`src/rtl/handshake_rr_arbiter.sv`:
```
// Three-input round-robin arbiter with valid/ready handshakes and a one-entry registered output stage.
// Optional embedded assertions: define HANDSHAKE_RR_ARBITER_ASSERT_EN.
module handshake_rr_arbiter #(
  parameter int WIDTH = 4
) (
  input  logic             CLK,
  input  logic             ASYNCRESET,
  input  logic             handshake_arr_0_valid,
  output logic             handshake_arr_0_ready,
  input  logic [WIDTH-1:0] in_0,
  input  logic             handshake_arr_1_valid,
  output logic             handshake_arr_1_ready,
  input  logic [WIDTH-1:0] in_1,
  input  logic             handshake_arr_2_valid,
  output logic             handshake_arr_2_ready,
  input  logic [WIDTH-1:0] in_2,
  output logic             handshake_valid,
  input  logic             handshake_ready,
  output logic [WIDTH-1:0] out,
  output logic [1:0]       out_id
);

  // Handshake rule on every port: a beat moves exactly at a rising CLK edge
  // where valid and ready are both 1; a valid beat is held stable until then.

  logic [1:0]       lg;
  logic [2:0]       valid_vec;
  logic [2:0]       grant;
  logic [2:0]       ready_vec;
  logic             space;
  logic [1:0]       sel;
  logic [WIDTH-1:0] sel_data;
  logic [WIDTH-1:0] in_arr [3];

  assign valid_vec = {handshake_arr_2_valid, handshake_arr_1_valid, handshake_arr_0_valid};
  assign in_arr[0] = in_0;
  assign in_arr[1] = in_1;
  assign in_arr[2] = in_2;
  assign space     = !handshake_valid || handshake_ready;

  // Search starts just after the last granted requester.
  always_comb begin
    grant = 3'b000;
    case (lg)
      2'd0: begin
        if (valid_vec[1])      grant = 3'b010;
        else if (valid_vec[2]) grant = 3'b100;
        else if (valid_vec[0]) grant = 3'b001;
      end
      2'd1: begin
        if (valid_vec[2])      grant = 3'b100;
        else if (valid_vec[0]) grant = 3'b001;
        else if (valid_vec[1]) grant = 3'b010;
      end
      default: begin
        if (valid_vec[0])      grant = 3'b001;
        else if (valid_vec[1]) grant = 3'b010;
        else if (valid_vec[2]) grant = 3'b100;
      end
    endcase
  end

  // Reset gates the readies so no beat is taken while the stage is being cleared.
  assign ready_vec = (space && !ASYNCRESET) ? grant : 3'b000;
  assign handshake_arr_0_ready = ready_vec[0];
  assign handshake_arr_1_ready = ready_vec[1];
  assign handshake_arr_2_ready = ready_vec[2];

  always_comb begin
    sel = 2'd0;
    if (ready_vec[1])      sel = 2'd1;
    else if (ready_vec[2]) sel = 2'd2;
    sel_data = in_arr[sel];
  end

  always_ff @(posedge CLK or posedge ASYNCRESET) begin
    if (ASYNCRESET) begin
      handshake_valid <= 1'b0;
      out             <= '0;
      out_id          <= 2'd0;
      lg              <= 2'd2;
    end else if (|ready_vec) begin
      handshake_valid <= 1'b1;
      out             <= sel_data;
      out_id          <= sel;
      lg              <= sel;
    end else if (handshake_ready) begin
      handshake_valid <= 1'b0;
    end
  end

`ifdef HANDSHAKE_RR_ARBITER_ASSERT_EN
  for (genvar k = 0; k < 3; k++) begin : g_up_chk
    a_up_hold: assert property (@(posedge CLK) disable iff (ASYNCRESET)
      valid_vec[k] && !ready_vec[k] |=> valid_vec[k] && $stable(in_arr[k]));
  end

  a_out_hold: assert property (@(posedge CLK) disable iff (ASYNCRESET)
    handshake_valid && !handshake_ready |=> handshake_valid && $stable(out) && $stable(out_id));

  a_stall_no_ready: assert property (@(posedge CLK) disable iff (ASYNCRESET)
    handshake_valid && !handshake_ready |-> ready_vec == 3'b000);

  a_ready_onehot0: assert property (@(posedge CLK) disable iff (ASYNCRESET)
    $onehot0(ready_vec));

  a_out_id_range: assert property (@(posedge CLK) disable iff (ASYNCRESET)
    out_id != 2'd3);
`endif

endmodule

```
`config.mk`:
```
export PLATFORM = sky130hd
export DESIGN_NAME = handshake_rr_arbiter
export DESIGN_NICKNAME = d
export VERILOG_FILES = /design/src/rtl/handshake_rr_arbiter.sv
export SDC_FILE = /design/constraint.sdc
export NUM_CORES = 1
export LEC_CHECK = 0
export CAP_MARGIN = 20
export CORE_MARGIN = 1.5
export CORE_UTILIZATION = 25
export DETAILED_ROUTE_END_ITERATION = 10
export GPL_TIMING_DRIVEN = 0
export PLACE_DENSITY = 0.58
export SETUP_SLACK_MARGIN = 0.4
export SLEW_MARGIN = 20
export SYNTH_ARGS = -nofsm -noshare
export SYNTH_HDL_FRONTEND = slang
export SYNTH_SLANG_ARGS = --single-unit
```
`constraint.sdc`:
```
create_clock -name CLK -period 1.3 [get_ports CLK]
set_input_delay 0.195 -clock CLK [delete_from_list [all_inputs] [get_ports CLK]]
set_output_delay 0.195 -clock CLK [all_outputs]
set_load 0.1 [all_outputs]
```
==> results of run 1 <==
-- sequential cells by signal, indices dropped and copies added, names as in the netlist --
name	cells
handshake_valid	1
lg	1
out	4
out_id	2
-- per-layer routing --
layer,vias up,global-route usage (%)
met3,2,3.086
li1,282,-
met4,0,7.143
met2,16,27.08
met1,294,18.64
met5,-,0
-- cell type report --
type	count	area, µm²	share of cell area (%)
Clock buffer	4	26.28	2.136
Tap cell	27	33.78	2.747
Multi-Input combinational cell	34	366.6	29.81
Inverter	2	11.26	0.9156
Sequential cell	8	211.5	17.19
Buffer	1	11.26	0.9156
Timing Repair Buffer	48	569.3	46.29
-- power breakdown --
part           switching, mW  total, mW  internal, mW
clock                 0.0916      0.209         0.118
sequential            0.0605      0.380         0.320
combinational          0.649       1.19         0.544
total                  0.801       1.78         0.982
-- cells in the mapped netlist, drive strengths merged --
cell type  count
nor3           2
o21bai         1
dfstp          1
nand3          1
or2            2
a21oi          1
inv            2
buf            1
o21ai          1
and3           2
o211a          4
nor2           1
and2b          1
nor4b          4
a2bb2oi        4
a21o           3
dfrtp          7
o22ai          1
nor2b          2
nand4b         4
-- cells by family (layout without fill, tap and decap cells) --
family,after synthesis,after routing,share of synthesized area (%)
and+or+nand+nor,19,19,31.63
AOI/OAI and AO/OA,15,15,26.28
DFF,8,8,39.17
buffers and inverters,3,55,2.921
-- cells in the final DEF (no fill, tap or decap), types with 4 or more instances in the layout --
cell type,n
buf_4,9
buf_12,10
clkdlybuf4s50_1,13
dfrtp_2,5
nand4b_1,4
o211a_1,4
buf_6,13
-- how the worst min path moves through the flow --
| stage | to | slack, ps | depth (start not counted) |
|---|---|---|---|
| final | handshake_valid$_DFFE_PP0P_ | 210 | 2 |
| after global routing | handshake_valid$_DFFE_PP0P_ | 240 | 2 |
| after CTS | handshake_valid$_DFFE_PP0P_ | 220 | 2 |
| after detailed placement | out_id[1]$_DFFE_PP0P_ | 480 | 1 |
| after global placement | out_id[1]$_DFFE_PP0P_ | 470 | 1 |
| after floorplan | out_id[0]$_DFFE_PP0P_ | 10 | 1 |
-- stage by stage --
stage,worst slack (ps),setup TNS [ps],util (%),cells,area [µm²]
6_report,-385.9,-2953,63.34,124,1230
4_1_cts,-361.8,-2175,55.54,113,1079
5_1_grt,-435.8,-3525,63.34,124,1230
3_5_place_dp,-1568,-10260,43.49,99,844.6
2_1_floorplan,-584.6,-2740,-,45,540.5
3_3_place_gp,-1567,-10300,43.49,99,844.6
-- critical path: cells and delay by family, from the launching register on --
family,cells,cell delay [ps]
and+or+nand+nor,3,470
DFF,1,470
buffers and inverters,2,290
-- what timing repair did --
item,in CTS,in global routing
pin swaps,6,6
gates resized for setup,101,19
setup endpoints to repair,18,18
setup buffers,10,11
hold buffers,0,0
==> metrics.txt, run 1 <==
critical path startpoint category flop; maximum number of pins on one net before global-route repair 10; Slew Viols, Final 0; DIE WIDTH 48.36 µm; Crit Reg-Reg Startpoint handshake_valid$_DFFE_PP0P_; met3 wire len 80 µm; DRT iter0 DRCs 4; actual slew at the worst max-slew pin 430.4 ps; Max Buffers Root-to-Sink 2; slowest CP cell dfrtp_4; power density cells 1450 mW/mm²; Req. time, crit path 1110 ps; Power Total 1.783 mW; clk_skew 11.33 ps; # setup viols final 11; gr ovfl total 0; unrepaired setup endpoints after global routing true; Crit. End Element output pin; Worst-path clk slew 60 ps; CTS sink count 8; CP startpoint handshake_valid$_DFFE_PP0P_; CTS tree built; Initial Utilization 26.48%; Routed Antenna Nets 0; via count 594; Fmax 0.5932 GHz; vias per inst 4.790; Boundary Pins 28; DR DRC count 0; Synth Register Bits 8; minimum clock period 1686 ps; TritonCTS Buffers 3; max_slew headroom 71.31%; Synth warnings 0; filler cell count 161; wire per inst 15.35 µm; critical path class flop to output pin; # rows 16; Synth area leaders dfrtp_1 34%, o211a_1 7.8%, a2bb2oi_1 6.8%; vias in the first global route 639; dominant cell type by area after synthesis dfrtp_1; worst setup margin -385.9 ps; Avg Cell Area, Syn 11.43 µm²; final worst-path cycle share 129.7%; Hold Worst Slack 212.5 ps; # Max-Cap Violations 0; CP Cell Sequence nor2b_4, nor2_4, nand3_4, clkinvlp_4, buf_12; fraction of layout cells with a size suffix above 1 61.86%; Routed WL 1903 µm; Worst Path Arrival 1490 ps; sequential area share after synthesis 39.17%; library cells used by synthesis 25; Final Hold Violating Endpoints 0; initial antenna violation count 0; clk_lat worst skew 260 ps; Cells after Synth 45; root buf cell clkbuf_4; Max VDD drop 0.0007787 V; FF-to-FF setup slack -310 ps; CP max stage delay 470 ps; area delta synth->final 139.2%; HP Class input pin to async pin; Die Height 48.36 µm; GP Congestion 0.6815; Critical Path End handshake_arr_1_ready; status finished with violations; Metal-1 WL 840 µm; nets 116; post-synth net total 63; die area 0.002338 mm²; Leakage 0.5181 nW; Detailed Place HPWL 1052 µm; first-pass GRT wire length 2835 µm; Max H-tree Level 1; DR pass1 iterations 4; antenna cells 0; GRT Overall Usage 15.63%; Reg-to-Reg End out[2]$_DFFE_PP0P_; IO buf count 27; met2 wire length 967 µm; violated checks setup timing; area of the core 0.001942 mm²; Max Used Layer met4; Worst R2R Path Depth 9; critical path peak fanout 6; Synth top area share 34.06%; Synth Cell Area 514.2 µm²
Power figures use the tool's default switching activity.
==> inputs of run 2 (changes only) <==
--- a/config.mk
+++ b/config.mk
@@ -7,10 +7,10 @@
 export LEC_CHECK = 0
 export CAP_MARGIN = 20
 export CORE_MARGIN = 1.5
-export CORE_UTILIZATION = 25
+export CORE_UTILIZATION = 33
 export DETAILED_ROUTE_END_ITERATION = 10
 export GPL_TIMING_DRIVEN = 0
-export PLACE_DENSITY = 0.58
+export PLACE_DENSITY = 0.73
 export SETUP_SLACK_MARGIN = 0.4
 export SLEW_MARGIN = 20
 export SYNTH_ARGS = -nofsm -noshare
==> metrics.txt, run 2 (synthesized netlist as in run 1, its figures left out) <==
status finished with violations; violated checks setup timing; max reg flops 4; power density cells 1530 mW/mm²; GP Congestion 0.7295; gr ovfl total 0; largest registers out: 4 flops, out_id: 2 flops; fraction of layout cells with a size suffix above 1 56.04%; via count 571; Sequential Area 211.5 µm²; vias per inst 5.336; HP Class input pin to async pin; Worst R2R Path Depth 6; Leakage 0.4858 nW; Int Power 0.9242 mW; Fmax 0.6008 GHz; commonest non-fill, non-tap cell in the layout clkdlybuf4s50_1; filler cell count 103; NetSw 0.7872 mW; minimum clock period 1664 ps; Switching Fraction 46.00%; clk_lat worst skew 270 ps; # Max-Cap Violations 0; Crit. End Element output pin; DR DRC count 0; TritonCTS Buffers 3; Initial Utilization 34.54%; Final Util 75.13%; critical path startpoint category flop; CP Cell Sequence and2b_2, o21bai_4, and3_4, buf_12; Post-Place Setup Slack -1520 ps; max_slew headroom 73.79%; clk_skew 2.966 ps; # setup viols final 10; DRT iter0 DRCs 3; Top reg by flops out; sequential fraction of design power 22.0%; worst setup margin -364.3 ps; initial antenna violation count 0; power share of the clock group 13.7%; FF-to-FF setup slack -230 ps; multi-input logic area 341.6 µm²; antenna cells 0; CP startpoint out_id[0]$_DFFE_PP0P_; DIE WIDTH 42.48 µm; combinational power share 64.3%; Worst-path clk slew 70 ps; Routed Antenna Nets 0; area of the core 0.001489 mm²; actual slew at the worst max-slew pin 389.0 ps; critical path peak fanout 2; root buf cell clkbuf_4; nets 110; slowest CP cell dfrtp_1; Routed WL 1719 µm; DP Cell Count 88; Worst Path Arrival 1470 ps; die area 0.001804 mm²; wire per inst 16.07 µm; Final Hold Violating Endpoints 0; Die Height 42.48 µm; Max Buffers Root-to-Sink 2; unrepaired setup endpoints after global routing true; Crit Reg-Reg Startpoint handshake_valid$_DFFE_PP0P_; CTS sink count 8; Boundary Pins 28; non-filler cells in the finished layout 107; maximum number of pins on one net before global-route repair 10; Req. time, crit path 1110 ps; final worst-path cycle share 128.0%; Slew Viols, Final 0; CTS tree built; Max VDD drop 0.0009130 V; GRT Overall Usage 20.41%; most frequent cells in the layout 13 x clkdlybuf4s50_1, 11 x buf_4, 10 x buf_12; Reg-to-Reg End out_id[1]$_DFFE_PP0P_; Max H-tree Level 1; # rows 14; critical path class flop to output pin; CP max stage delay 370 ps; area delta synth->final 117.5%; DR pass1 iterations 3; first-pass GRT wire length 2697 µm; IO buf count 27; worst path buffer plus inverter count 1; CP delay by family, top simple AND/OR/NAND/NOR gates; hold-fix buffers at CTS 0; vias in the first global route 594
## run 2: cell type report
| type | instances | share of cell area, % |
|---|---|---|
| clock buffer | 4 | 2.349 |
| timing repair buffer | 42 | 44.41 |
| sequential | 8 | 18.90 |
| multi-input combinational | 34 | 30.54 |
| tap | 16 | 1.790 |
| inverter | 2 | 1.007 |
| buffer | 1 | 1.007 |
## run 2: stage by stage
step / area [µm²] / hold WS, ps / setup TNS (ps) / power [mW]
6_report: 1119 / 85.19 / -2282 / 1.711
5_1_grt: 1119 / 101.2 / -2727 / 1.774
3_3_place_gp: 830.8 / 473.2 / -9763 / 1.174
3_5_place_dp: 830.8 / 481.6 / -9899 / 1.176
4_1_cts: 1036 / 441.2 / -2233 / 1.625
2_1_floorplan: 540.5 / 9.625 / -2740 / 0.9666
## run 2: repair_timing
action                     CTS  global route
buffers inserted             9             6
resized for setup           96            11
setup endpoints to repair   18            18
pin swaps                    2             6
hold endpoints to repair     0             0
## run 2: worst max path at each step
stage / endpoint / slack [ps] / cells after the start
6_report: handshake_arr_0_ready / -360 / 4
4_1_cts: handshake_arr_2_ready / -360 / 4
2_1_floorplan: out_id[0]$_DFFE_PP0P_ / -580 / 5
3_5_place_dp: handshake_arr_2_ready / -1520 / 5
3_3_place_gp: handshake_arr_2_ready / -1520 / 5
5_1_grt: handshake_arr_0_ready / -400 / 4
## run 2: layer usage
| metal | share of wire (%) | wire length [µm] | track usage, % | up-vias |
|---|---|---|---|---|
| met4 | 2.9 | 49 | 10.00 | 0 |
| li1 | - | - | - | 272 |
| met1 | 43 | 742 | 26.22 | 271 |
| met3 | 7.2 | 123 | 6.897 | 5 |
| met5 | 0 | 0 | 0 | - |
| met2 | 47 | 803 | 30.46 | 23 |
## run 2: power by group through the flow
| stage | Sequential, mW | Combinational (mW) | Clock, mW |
|---|---|---|---|
| final | 0.376 | 1.10 | 0.234 |
| after global routing | 0.384 | 1.13 | 0.256 |
| after CTS | 0.376 | 1.03 | 0.223 |
| after detailed placement | 0.361 | 0.815 | 0 |
| after global placement | 0.361 | 0.813 | 0 |
| after floorplan | 0.673 | 0.294 | 0 |
==> inputs of run 3 (changes only) <==
--- a/config.mk
+++ b/config.mk
@@ -8,6 +8,7 @@
 export CAP_MARGIN = 20
 export CORE_MARGIN = 1.5
 export CORE_UTILIZATION = 33
+export CTS_CLUSTER_DIAMETER = 40
 export DETAILED_ROUTE_END_ITERATION = 10
 export GPL_TIMING_DRIVEN = 0
 export PLACE_DENSITY = 0.73
==> results of run 3 <==
Final layout, timing and power as in run 2 (identical DEF).
